### src/rtl/freq_meter_pkg.sv
`default_nettype none
// ============================================================================
//  Module      : freq_meter_pkg
//  Description : Shared types and helpers for the frequency meter: BCD digit
//                type, converter state encoding and a compile-time power of
//                ten used to build the overflow limit.
//  Revision    : 1.0 - initial release
// ============================================================================
package freq_meter_pkg;

  typedef logic [3:0] bcd_digit_t;

  typedef enum logic [1:0] {
    IDLE  = 2'd0,
    LOAD  = 2'd1,
    SHIFT = 2'd2,
    DONE  = 2'd3
  } conv_state_t;

  // 10^n as a 64-bit value; only evaluated at elaboration time.
  function automatic logic [63:0] pow10(input int n);
    logic [63:0] r;
    r = 64'd1;
    for (int i = 0; i < n; i++) begin
      r = r * 64'd10;
    end
    return r;
  endfunction

endpackage
`default_nettype wire

### src/rtl/freq_meter_bin2bcd_seq.sv
`default_nettype none
// ============================================================================
//  Module      : bin2bcd_seq
//  Description : Sequential double-dabble binary-to-BCD converter.
//                IDLE -> LOAD -> SHIFT (CNT_W cycles) -> DONE -> IDLE.
//                sat_i, sampled in LOAD, skips the conversion and returns
//                all nines (LOAD -> DONE).
//  Ports       : clk, rst        - clock, synchronous active-high reset
//                start_i         - begin a conversion (honoured in IDLE)
//                sat_i           - load all-9s instead of converting
//                bin_i[CNT_W]    - binary value, sampled in LOAD
//                bcd_o[4*DIGITS] - working/result register, valid in DONE
//                done_o          - high for the single DONE cycle
//                busy_o          - high in LOAD, SHIFT and DONE
//  Revision    : 1.0 - initial release
// ============================================================================
module bin2bcd_seq
  import freq_meter_pkg::*;
#(
  parameter int CNT_W  = 32,
  parameter int DIGITS = 8
) (
  input  logic                  clk,
  input  logic                  rst,
  input  logic                  start_i,
  input  logic                  sat_i,
  input  logic [CNT_W-1:0]      bin_i,
  output logic [4*DIGITS-1:0]   bcd_o,
  output logic                  done_o,
  output logic                  busy_o
);

  localparam int                c_SH_W = $clog2(CNT_W + 1);
  localparam logic [4*DIGITS-1:0] c_ALL9 = {DIGITS{4'h9}};

  conv_state_t          state_q, state_d;
  logic [CNT_W-1:0]     bin_q, bin_d;
  logic [4*DIGITS-1:0]  bcd_q, bcd_d;
  logic [4*DIGITS-1:0]  w_adj;
  logic [c_SH_W-1:0]    sh_q, sh_d;

  // Add-3 correction on every nibble that would exceed 9 after doubling.
  always_comb begin
    w_adj = bcd_q;
    for (int i = 0; i < DIGITS; i++) begin
      if (bcd_q[4*i +: 4] >= 4'd5) begin
        w_adj[4*i +: 4] = bcd_q[4*i +: 4] + 4'd3;
      end
    end
  end

  always_comb begin
    state_d = state_q;
    bin_d   = bin_q;
    bcd_d   = bcd_q;
    sh_d    = sh_q;
    case (state_q)
      IDLE: begin
        if (start_i) state_d = LOAD;
      end
      LOAD: begin
        if (sat_i) begin
          bcd_d   = c_ALL9;
          state_d = DONE;
        end else begin
          bcd_d   = '0;
          bin_d   = bin_i;
          sh_d    = c_SH_W'(CNT_W);
          state_d = SHIFT;
        end
      end
      SHIFT: begin
        {bcd_d, bin_d} = {w_adj, bin_q} << 1;
        sh_d = sh_q - c_SH_W'(1);
        if (sh_q == c_SH_W'(1)) state_d = DONE;
      end
      DONE: begin
        state_d = IDLE;
      end
      default: begin
        state_d = IDLE;
      end
    endcase
  end

  always_ff @(posedge clk) begin
    if (rst) begin
      state_q <= IDLE;
      bin_q   <= '0;
      bcd_q   <= '0;
      sh_q    <= '0;
    end else begin
      state_q <= state_d;
      bin_q   <= bin_d;
      bcd_q   <= bcd_d;
      sh_q    <= sh_d;
    end
  end

  assign bcd_o  = bcd_q;
  assign done_o = (state_q == DONE);
  assign busy_o = (state_q != IDLE);

endmodule
`default_nettype wire

### src/rtl/freq_meter.sv
`default_nettype none
// ============================================================================
//  Module      : freq_meter
//  Description : Counts rising edges of sig_in_i over a fixed gate window and
//                reports each window's count as packed BCD (digit 0 in
//                bits [3:0]). Counts above 10^DIGITS-1 report all-9s with
//                over_o set.
//  Option      : FREQ_METER_HOLD_EN - adds hold_i; while high, bcd_o/over_o
//                freeze and valid_o is suppressed (measurement continues).
//  Ports       : clk, rst        - clock, synchronous active-high reset
//                sig_in_i        - asynchronous input to measure
//                hold_i          - display hold (FREQ_METER_HOLD_EN only)
//                bcd_o           - packed BCD result
//                valid_o         - one-cycle pulse when bcd_o/over_o update
//                over_o          - last reported window overflowed
//                busy_o          - BCD conversion in progress
//  Revision    : 1.0 - initial release
// ============================================================================
module freq_meter
  import freq_meter_pkg::*;
#(
  parameter int F_CLK   = 50000000,
  parameter int GATE_MS = 1000,
  parameter int CNT_W   = 32,
  parameter int DIGITS  = 8
) (
  input  logic                clk,
  input  logic                rst,
  input  logic                sig_in_i,
`ifdef FREQ_METER_HOLD_EN
  input  logic                hold_i,
`endif
  output logic [4*DIGITS-1:0] bcd_o,
  output logic                valid_o,
  output logic                over_o,
  output logic                busy_o
);

  // GATE_CYCLES must exceed CNT_W+4 so a window never closes mid-conversion.
  localparam int                c_GATE_CYCLES = F_CLK / 1000 * GATE_MS;
  localparam int                c_GATE_W      = (c_GATE_CYCLES > 1) ? $clog2(c_GATE_CYCLES) : 1;
  localparam logic [c_GATE_W-1:0] c_GATE_LAST = c_GATE_W'(c_GATE_CYCLES - 1);

  // Largest displayable count; overflow is only possible if it fits CNT_W.
  localparam logic [63:0]       c_MAX64  = pow10(DIGITS) - 64'd1;
  localparam bit                c_OVF_EN = (CNT_W < 64) && (c_MAX64 < (64'd1 << CNT_W));
  localparam logic [CNT_W:0]    c_MAX_W  = (CNT_W + 1)'(c_MAX64);

  logic                 s1_q, s2_q, prev_q;
  logic [c_GATE_W-1:0]  gate_q;
  logic [CNT_W-1:0]     edge_q, edge_d;
  logic [CNT_W-1:0]     snap_q;
  logic [4*DIGITS-1:0]  bcd_q;
  logic                 over_q;

  logic                 w_rise, w_term, w_over, w_hold, w_upd;
  logic                 w_done, w_busy;
  logic [4*DIGITS-1:0]  w_conv_bcd;

  assign w_rise = s2_q & ~prev_q;
  assign w_term = (gate_q == c_GATE_LAST);

  // Saturating increment; on the terminal cycle this value (including a
  // coincident rise) becomes the snapshot.
  assign edge_d = (w_rise && (edge_q != '1)) ? edge_q + CNT_W'(1) : edge_q;

  // Snapshot is stable for the whole conversion, so the decision can be
  // evaluated combinationally in both LOAD and DONE.
  assign w_over = c_OVF_EN && ({1'b0, snap_q} > c_MAX_W);

`ifdef FREQ_METER_HOLD_EN
  assign w_hold = hold_i;
`else
  assign w_hold = 1'b0;
`endif

  always_ff @(posedge clk) begin
    if (rst) begin
      s1_q   <= 1'b0;
      s2_q   <= 1'b0;
      prev_q <= 1'b0;
      gate_q <= '0;
      edge_q <= '0;
      snap_q <= '0;
      bcd_q  <= '0;
      over_q <= 1'b0;
    end else begin
      s1_q   <= sig_in_i;
      s2_q   <= s1_q;
      prev_q <= s2_q;
      gate_q <= w_term ? '0 : gate_q + c_GATE_W'(1);
      if (w_term) begin
        snap_q <= edge_d;
        edge_q <= '0;
      end else begin
        edge_q <= edge_d;
      end
      if (w_upd) begin
        bcd_q  <= w_conv_bcd;
        over_q <= w_over;
      end
    end
  end

  bin2bcd_seq #(
    .CNT_W  (CNT_W),
    .DIGITS (DIGITS)
  ) u_conv (
    .clk     (clk),
    .rst     (rst),
    .start_i (w_term),
    .sat_i   (w_over),
    .bin_i   (snap_q),
    .bcd_o   (w_conv_bcd),
    .done_o  (w_done),
    .busy_o  (w_busy)
  );

  // In the DONE cycle the fresh result is passed straight through so that
  // valid_o and the new value appear together; the held copy covers the rest.
  assign w_upd   = w_done & ~w_hold;
  assign valid_o = w_upd;
  assign bcd_o   = w_upd ? w_conv_bcd : bcd_q;
  assign over_o  = w_upd ? w_over : over_q;
  assign busy_o  = w_busy;

  a_no_term_busy : assert property (@(posedge clk) disable iff (rst) !(w_term && w_busy));

endmodule
`default_nettype wire

### config.mk
export PLATFORM = sky130hd
export DESIGN_NAME = freq_meter
export DESIGN_NICKNAME = d
export VERILOG_FILES = /design/src/rtl/freq_meter_pkg.sv /design/src/rtl/freq_meter_bin2bcd_seq.sv /design/src/rtl/freq_meter.sv
export SDC_FILE = /design/constraint.sdc
export NUM_CORES = 1
export LEC_CHECK = 0
export CAP_MARGIN = 10
export CORE_MARGIN = 3
export CORE_UTILIZATION = 49
export DETAILED_ROUTE_END_ITERATION = 12
export MAX_ROUTING_LAYER = met4
export PLACE_DENSITY = 0.67
export SLEW_MARGIN = 20
export SYNTH_ARGS = -nofsm -noshare
export SYNTH_HDL_FRONTEND = slang
export SYNTH_HIERARCHICAL = 1
export SYNTH_SLANG_ARGS = --single-unit
### constraint.sdc
create_clock -name clk -period 3.1 [get_ports clk]
set_input_delay 0.465 -clock clk [delete_from_list [all_inputs] [get_ports clk]]
set_output_delay 0.465 -clock clk [all_outputs]
set_load 0.005 [all_outputs]
==> impl_metrics.json, run 1 <==
{
  "multi_input_area_mm2": 0.00478,
  "num_vias": 6627,
  "yosysTopAreaCellShare_pct": 43.6,
  "drtIter0Drc": 314,
  "hold_class": "reg2reg",
  "cap_violations": 0,
  "tightest_slew_ns": 0.837,
  "synth_top_family_by_area": "simple AND/OR/NAND/NOR gates",
  "cp-start-kind": "register",
  "synth_compound_area_share_pct": 13.6,
  "synth_edf_count": 0,
  "met3_usage_pct": 2.76,
  "ant_nets": 0,
  "start_util_pct": 50.3,
  "avgSynthCellArea_um2": 9.41,
  "antenna_found_initial": 0,
  "post-route-util_pct": 56.5,
  "worst-path-buf-inv": 2,
  "crit_fanout": 3,
  "std_cell_rows": 49,
  "final_common_cell": "dfxtp_1",
  "num-fill-cells": 1627,
  "ys_ff_latch": 198,
  "fin_crit_ns": 2.83,
  "synth_seq_area_share_pct": 43.6,
  "path_class": "reg2out",
  "rr_startpoint": "snap_q[31]",
  "critPathMaxStageDelay_ns": 0.52,
  "drive_gt1_share_pct": 14.0,
  "cts_tree": "yes",
  "cts_buffer_depth": 2,
  "placed_cells": 1200,
  "io_pins": 38,
  "core_region_area_mm2": 0.0181,
  "hold_viol": 0,
  "hp-start": "s1_q",
  "power_leakage_uw": 0.00341,
  "critPathTopFamily": "buffers and inverters",
  "antenna_cells": 0,
  "critPathCaptureType": "primary output",
  "syn_nets": 994,
  "grt_first_pass_wirelength_um": 30200,
  "cts_setup_buffers": 0,
  "rsz0062_at_grt": "no",
  "use_met2_pct": 28.3,
  "cts_resized": 0,
  "port_buffers": 37,
  "finalClockSkew_ns": 0.0101,
  "grt-busiest-layer": "met2",
  "cp_slowest_cell": "or4_1",
  "setup_viol": 0,
  "yosys.area_share.xor_xnor_pct": 6.17,
  "final_cell_count_no_fill": 1232,
  "yosys.area_share.simple_pct": 20.6,
  "cts_made_buffers": 17,
  "arrival_ns": 2.36,
  "clk_latency_ns": 0.43,
  "post-route-period-util_pct": 91.1,
  "slew_violations": 0,
  "finalPower_uw": 6090,
  "status": "finished, final reports clean",
  "grt_max_degree": 57,
  "yosysTopAreaCell": "dfxtp_1",
  "crit_path_start": "snap_q[31]",
  "ir_drop_mv": 0.413,
  "layout_common_cells": "dfxtp_1 (198), nor2_1 (140), nand2_1 (51)",
  "wire_per_inst_um": 14.3,
  "grt_pass1_vias": 6264,
  "synth_area_leaders": "dfxtp_1 (44%), nor2_1 (5.8%), mux2_2 (5.0%)",
  "path_clk_slew_ns": 0.07,
  "synthFlopType": "dfxtp_1",
  "drt_first_pass_iters": 4,
  "async_flop_share_pct": 0,
  "p_per_area_mw_per_mm2": 596,
  "clockRootBuffer": "clkbuf_16",
  "worst-endpoint-required_ns": 2.63,
  "area_growth_pct": 12.4,
  "yosys.area_share.adder_pct": 3.44,
  "grt_use_total_pct": 18.5,
  "cts-hold-fix-buffers": 0,
  "timing.fmax_ghz": 0.354,
  "routed_wl_um": 17600,
  "syn_area_mm2": 0.00909,
  "nets": 1018,
  "area.sequential_mm2": 0.00396,
  "gp_congestion": 0.819,
  "synth_cells": 966,
  "drc": 0,
  "cts_max_level": 4,
  "synthMuxAreaShare_pct": 8.59,
  "die_x_um": 142,
  "drt-vias-per-instance": 5.38,
  "slew_headroom_pct": 44.0,
  "grt.overflow.total": 0,
  "yosysUniqueCellTypes": 54,
  "dieArea_mm2": 0.0202,
  "ys_warn_count": 6,
  "setup-tns-final_ns": 0,
  "cts_sinks": 198,
  "grt_util_met1_pct": 25.3,
  "crit_chain": "or4_1 -> a2111oi_1 -> buf_4 -> a21oi_2 -> clkdlybuf4s50_1",
  "dieHeight_um": 142,
  "post-dp-hpwl_um": 12000
}
[synth_stat cells, types with 11 or more instances]
master / instances
a21oi_1: 26
a211oi_1: 32
nand4_1: 28
nand2_1: 51
xor2_1: 40
clkbuf_1: 23
a211oi_2: 33
nor2b_1: 39
buf_2: 18
mux2i_1: 33
ha_1: 25
mux2_2: 40
nand3_1: 30
nor2_1: 140
dfxtp_1: 198
xnor2_1: 24
nand2b_1: 11
o21ai_0: 36
inv_1: 28
and3_1: 19
[kinds of logic (layout without fill, tap and decap cells)]
family / count (synthesis) / after routing
multiplexers: 73 / 73
adder cells (fa/ha/maj): 25 / 25
XOR/XNOR: 64 / 64
flip-flops: 198 / 198
AND/OR/NAND/NOR: 370 / 370
AO/OA/AOI/OAI: 158 / 158
buffers and inverters: 78 / 115
[worst paths after layout]
path,endpoint,slack [ns],cells after the start
hold / removal,s2_q,0.44,1
setup reg to reg,u_conv/bin_q[21],0.59,9
hold reg to reg,s2_q,0.44,1
setup / recovery,over_o,0.27,5
[cell type report]
| class | count | share of cell area, % |
|---|---|---|
| Timing Repair Buffer | 55 | 5.17 |
| Tap cell | 229 | 2.80 |
| Sequential cell | 198 | 38.8 |
| Inverter | 28 | 1.03 |
| Multi-Input combinational cell | 690 | 46.8 |
| Clock inverter | 14 | 1.14 |
| Clock buffer | 18 | 4.30 |
[flip-flops by register name (all words and copies together), names as in the netlist]
name / cells
over_q: 1
s1_q: 1
u_conv/sh_q: 6
s2_q: 1
bcd_q: 32
gate_q: 26
u_conv/bcd_o: 32
u_conv/bin_q: 32
prev_q: 1
u_conv/state_q: 2
snap_q: 32
edge_q: 32
[per-layer routing]
| metal | wire length, um | vias up | share of wire [%] |
|---|---|---|---|
| li1 | - | 3433 | - |
| met4 | 123 | 0 | 0.70 |
| met5 | 0 | - | 0 |
| met2 | 8010 | 72 | 46 |
| met3 | 352 | 9 | 2.0 |
| met1 | 9100 | 3113 | 52 |
[report_power, final]
part | internal [uW] | switching [uW] | leakage (uW)
sequential | 2790 | 142 | 0.00160
clock | 1070 | 1000 | 0.000257
combinational | 461 | 631 | 0.00155
total | 4320 | 1770 | 0.00341
[worst register-to-register path, delay by kind of cell, from the launching register on]
kind | cells | cell delay [ns]
flip-flops | 1 | 0.35
AO/OA/AOI/OAI | 2 | 0.54
AND/OR/NAND/NOR | 4 | 1.03
buffers and inverters | 3 | 0.52
[stage by stage]
step | setup WS, ns | hold WS, ns | cell area (um2)
2_1_floorplan | 0.694 | 0.414 | 9090
3_3_place_gp | 0.565 | 0.418 | 9660
3_5_place_dp | 0.595 | 0.426 | 9660
4_1_cts | 0.140 | 0.439 | 10200
5_1_grt | 0.0287 | 0.459 | 10200
6_report | 0.275 | 0.439 | 10200
No activity file was read; power rests on OpenSTA's default activity.
==> run 2: changes to the inputs <==
clock period = 2.9 ns   (was 3.1 ns; I/O delays follow)
==> run 2 against run 1 <==
Count of clock-buffer cells in the layout is 3 higher. Design area is 0.80% higher. Wire length is 3.8% higher. Global-route usage is 0.85 points higher. Die area stayed put. Power is 9.3% higher. Combinational power is 10% higher. Via count hardly changed.
==> impl_metrics.json, run 2 (same netlist as run 1, synthesis figures left out) <==
{
  "routed_wl_um": 18300,
  "core_region_area_mm2": 0.0181,
  "num_vias": 6632,
  "cp-start-kind": "register",
  "start_util_pct": 50.3,
  "clk_latency_ns": 0.44,
  "timing.fmax_ghz": 0.370,
  "cts_tree": "yes",
  "holdWs_ns": 0.438,
  "antenna_found_initial": 0,
  "layout_common_cells": "dfxtp_1 (198), nor2_1 (140), nand2_1 (51)",
  "cap_violations": 0,
  "critPathCaptureType": "primary output",
  "p_per_area_mw_per_mm2": 647,
  "grt.overflow.total": 0,
  "ir_drop_mv": 0.525,
  "cts-hold-fix-buffers": 0,
  "tightest_slew_ns": 0.793,
  "final_common_cell": "dfxtp_1",
  "drt_first_pass_iters": 4,
  "setup-tns-final_ns": 0,
  "dieHeight_um": 142,
  "port_buffers": 37,
  "io_pins": 38,
  "wire_per_inst_um": 14.8,
  "std_cell_rows": 49,
  "die_x_um": 142,
  "cts_sinks": 198,
  "rsz0062_at_grt": "no",
  "fin_crit_ns": 2.71,
  "grt_use_total_pct": 19.4,
  "drtIter0Drc": 340,
  "clockRootBuffer": "clkbuf_16",
  "antenna_cells": 0,
  "finalInstanceArea_mm2": 0.0103,
  "slew_violations": 0,
  "worst-endpoint-required_ns": 2.47,
  "setup_viol": 0,
  "arrival_ns": 2.27,
  "hold_class": "in2reg",
  "num-fill-cells": 1608,
  "drive_gt1_share_pct": 14.3,
  "post-route-period-util_pct": 93.3,
  "place_area_mm2": 0.00971,
  "grt_first_pass_wirelength_um": 31400,
  "gp_congestion": 0.852,
  "finalClockSkew_ns": 0.0122,
  "drc": 0,
  "path_clk_slew_ns": 0.08,
  "post-dp-hpwl_um": 12100,
  "ant_nets": 0,
  "cts_max_level": 4,
  "drt-vias-per-instance": 5.36,
  "status": "finished, final reports clean",
  "path_class": "reg2out",
  "dieArea_mm2": 0.0202,
  "area_growth_pct": 13.3,
  "slew_headroom_pct": 46.9,
  "cts_buffer_depth": 2,
  "cts_made_buffers": 17,
  "grt_pass1_vias": 6415,
  "crit_fanout": 23,
  "power_leakage_uw": 0.00348,
  "hold_viol": 0,
  "grt_max_degree": 57,
  "nets": 1023
}
[run 2: critical path, cell delays in order (launching register included)]
cell	delay, ns
dfxtp_1	0.40
ha_1	0.32
buf_6	0.27
mux2_2	0.37
clkdlybuf4s50_1	0.45
[run 2: layer usage]
layer	up-vias	global-route usage (%)	share of wire [%]
met3	19	2.86	2.3
met1	3093	25.8	51
met4	0	6.72	1.6
met2	73	30.2	45
met5	-	-	0
li1	3447	-	-
[run 2: path summary, 6_finish.rpt]
path | from | end | slack, ns | depth (start not counted)
worst min-delay path | rst | bcd_q[1] | 0.44 | 2
worst min register to register | s1_q | s2_q | 0.44 | 1
worst max-delay path | u_conv/state_q[1] | bcd_o[27] | 0.19 | 4
worst max register to register | edge_q[18] | snap_q[27] | 0.42 | 6
[run 2: timing repair]
item | in CTS | in global routing
setup endpoints to repair | 0 | 22
setup buffers | 0 | 0
gates resized for setup | 0 | 5
[run 2: power breakdown]
group,internal (uW),switching (uW)
Combinational,520,682
Sequential,2980,150
Clock,1250,1070
Total,4750,1910
[run 2: through the flow]
| stage | worst slack, ns | cells | util (%) | total power (uW) |
|---|---|---|---|---|
| floorplan | 0.494 | 966 | - | 4210 |
| global placement | 0.494 | 1205 | 53.7 | 4370 |
| detailed placement | 0.453 | 1205 | 53.7 | 4400 |
| CTS | 0.00966 | 1237 | 56.9 | 6730 |
| global route | 0.0540 | 1237 | 57.0 | 7010 |
| finish | 0.194 | 1237 | 57.0 | 6660 |
[run 2: cell type report]
cell class	count	area [um2]	share of cell area [%]
repair buffers	60	584	5.67
multi-input cells	690	4790	46.5
clock buffers	21	460	4.47
flip-flops and latches	198	3960	38.5
inverters	28	105	1.02
well taps	229	287	2.78
clock inverters	11	114	1.11
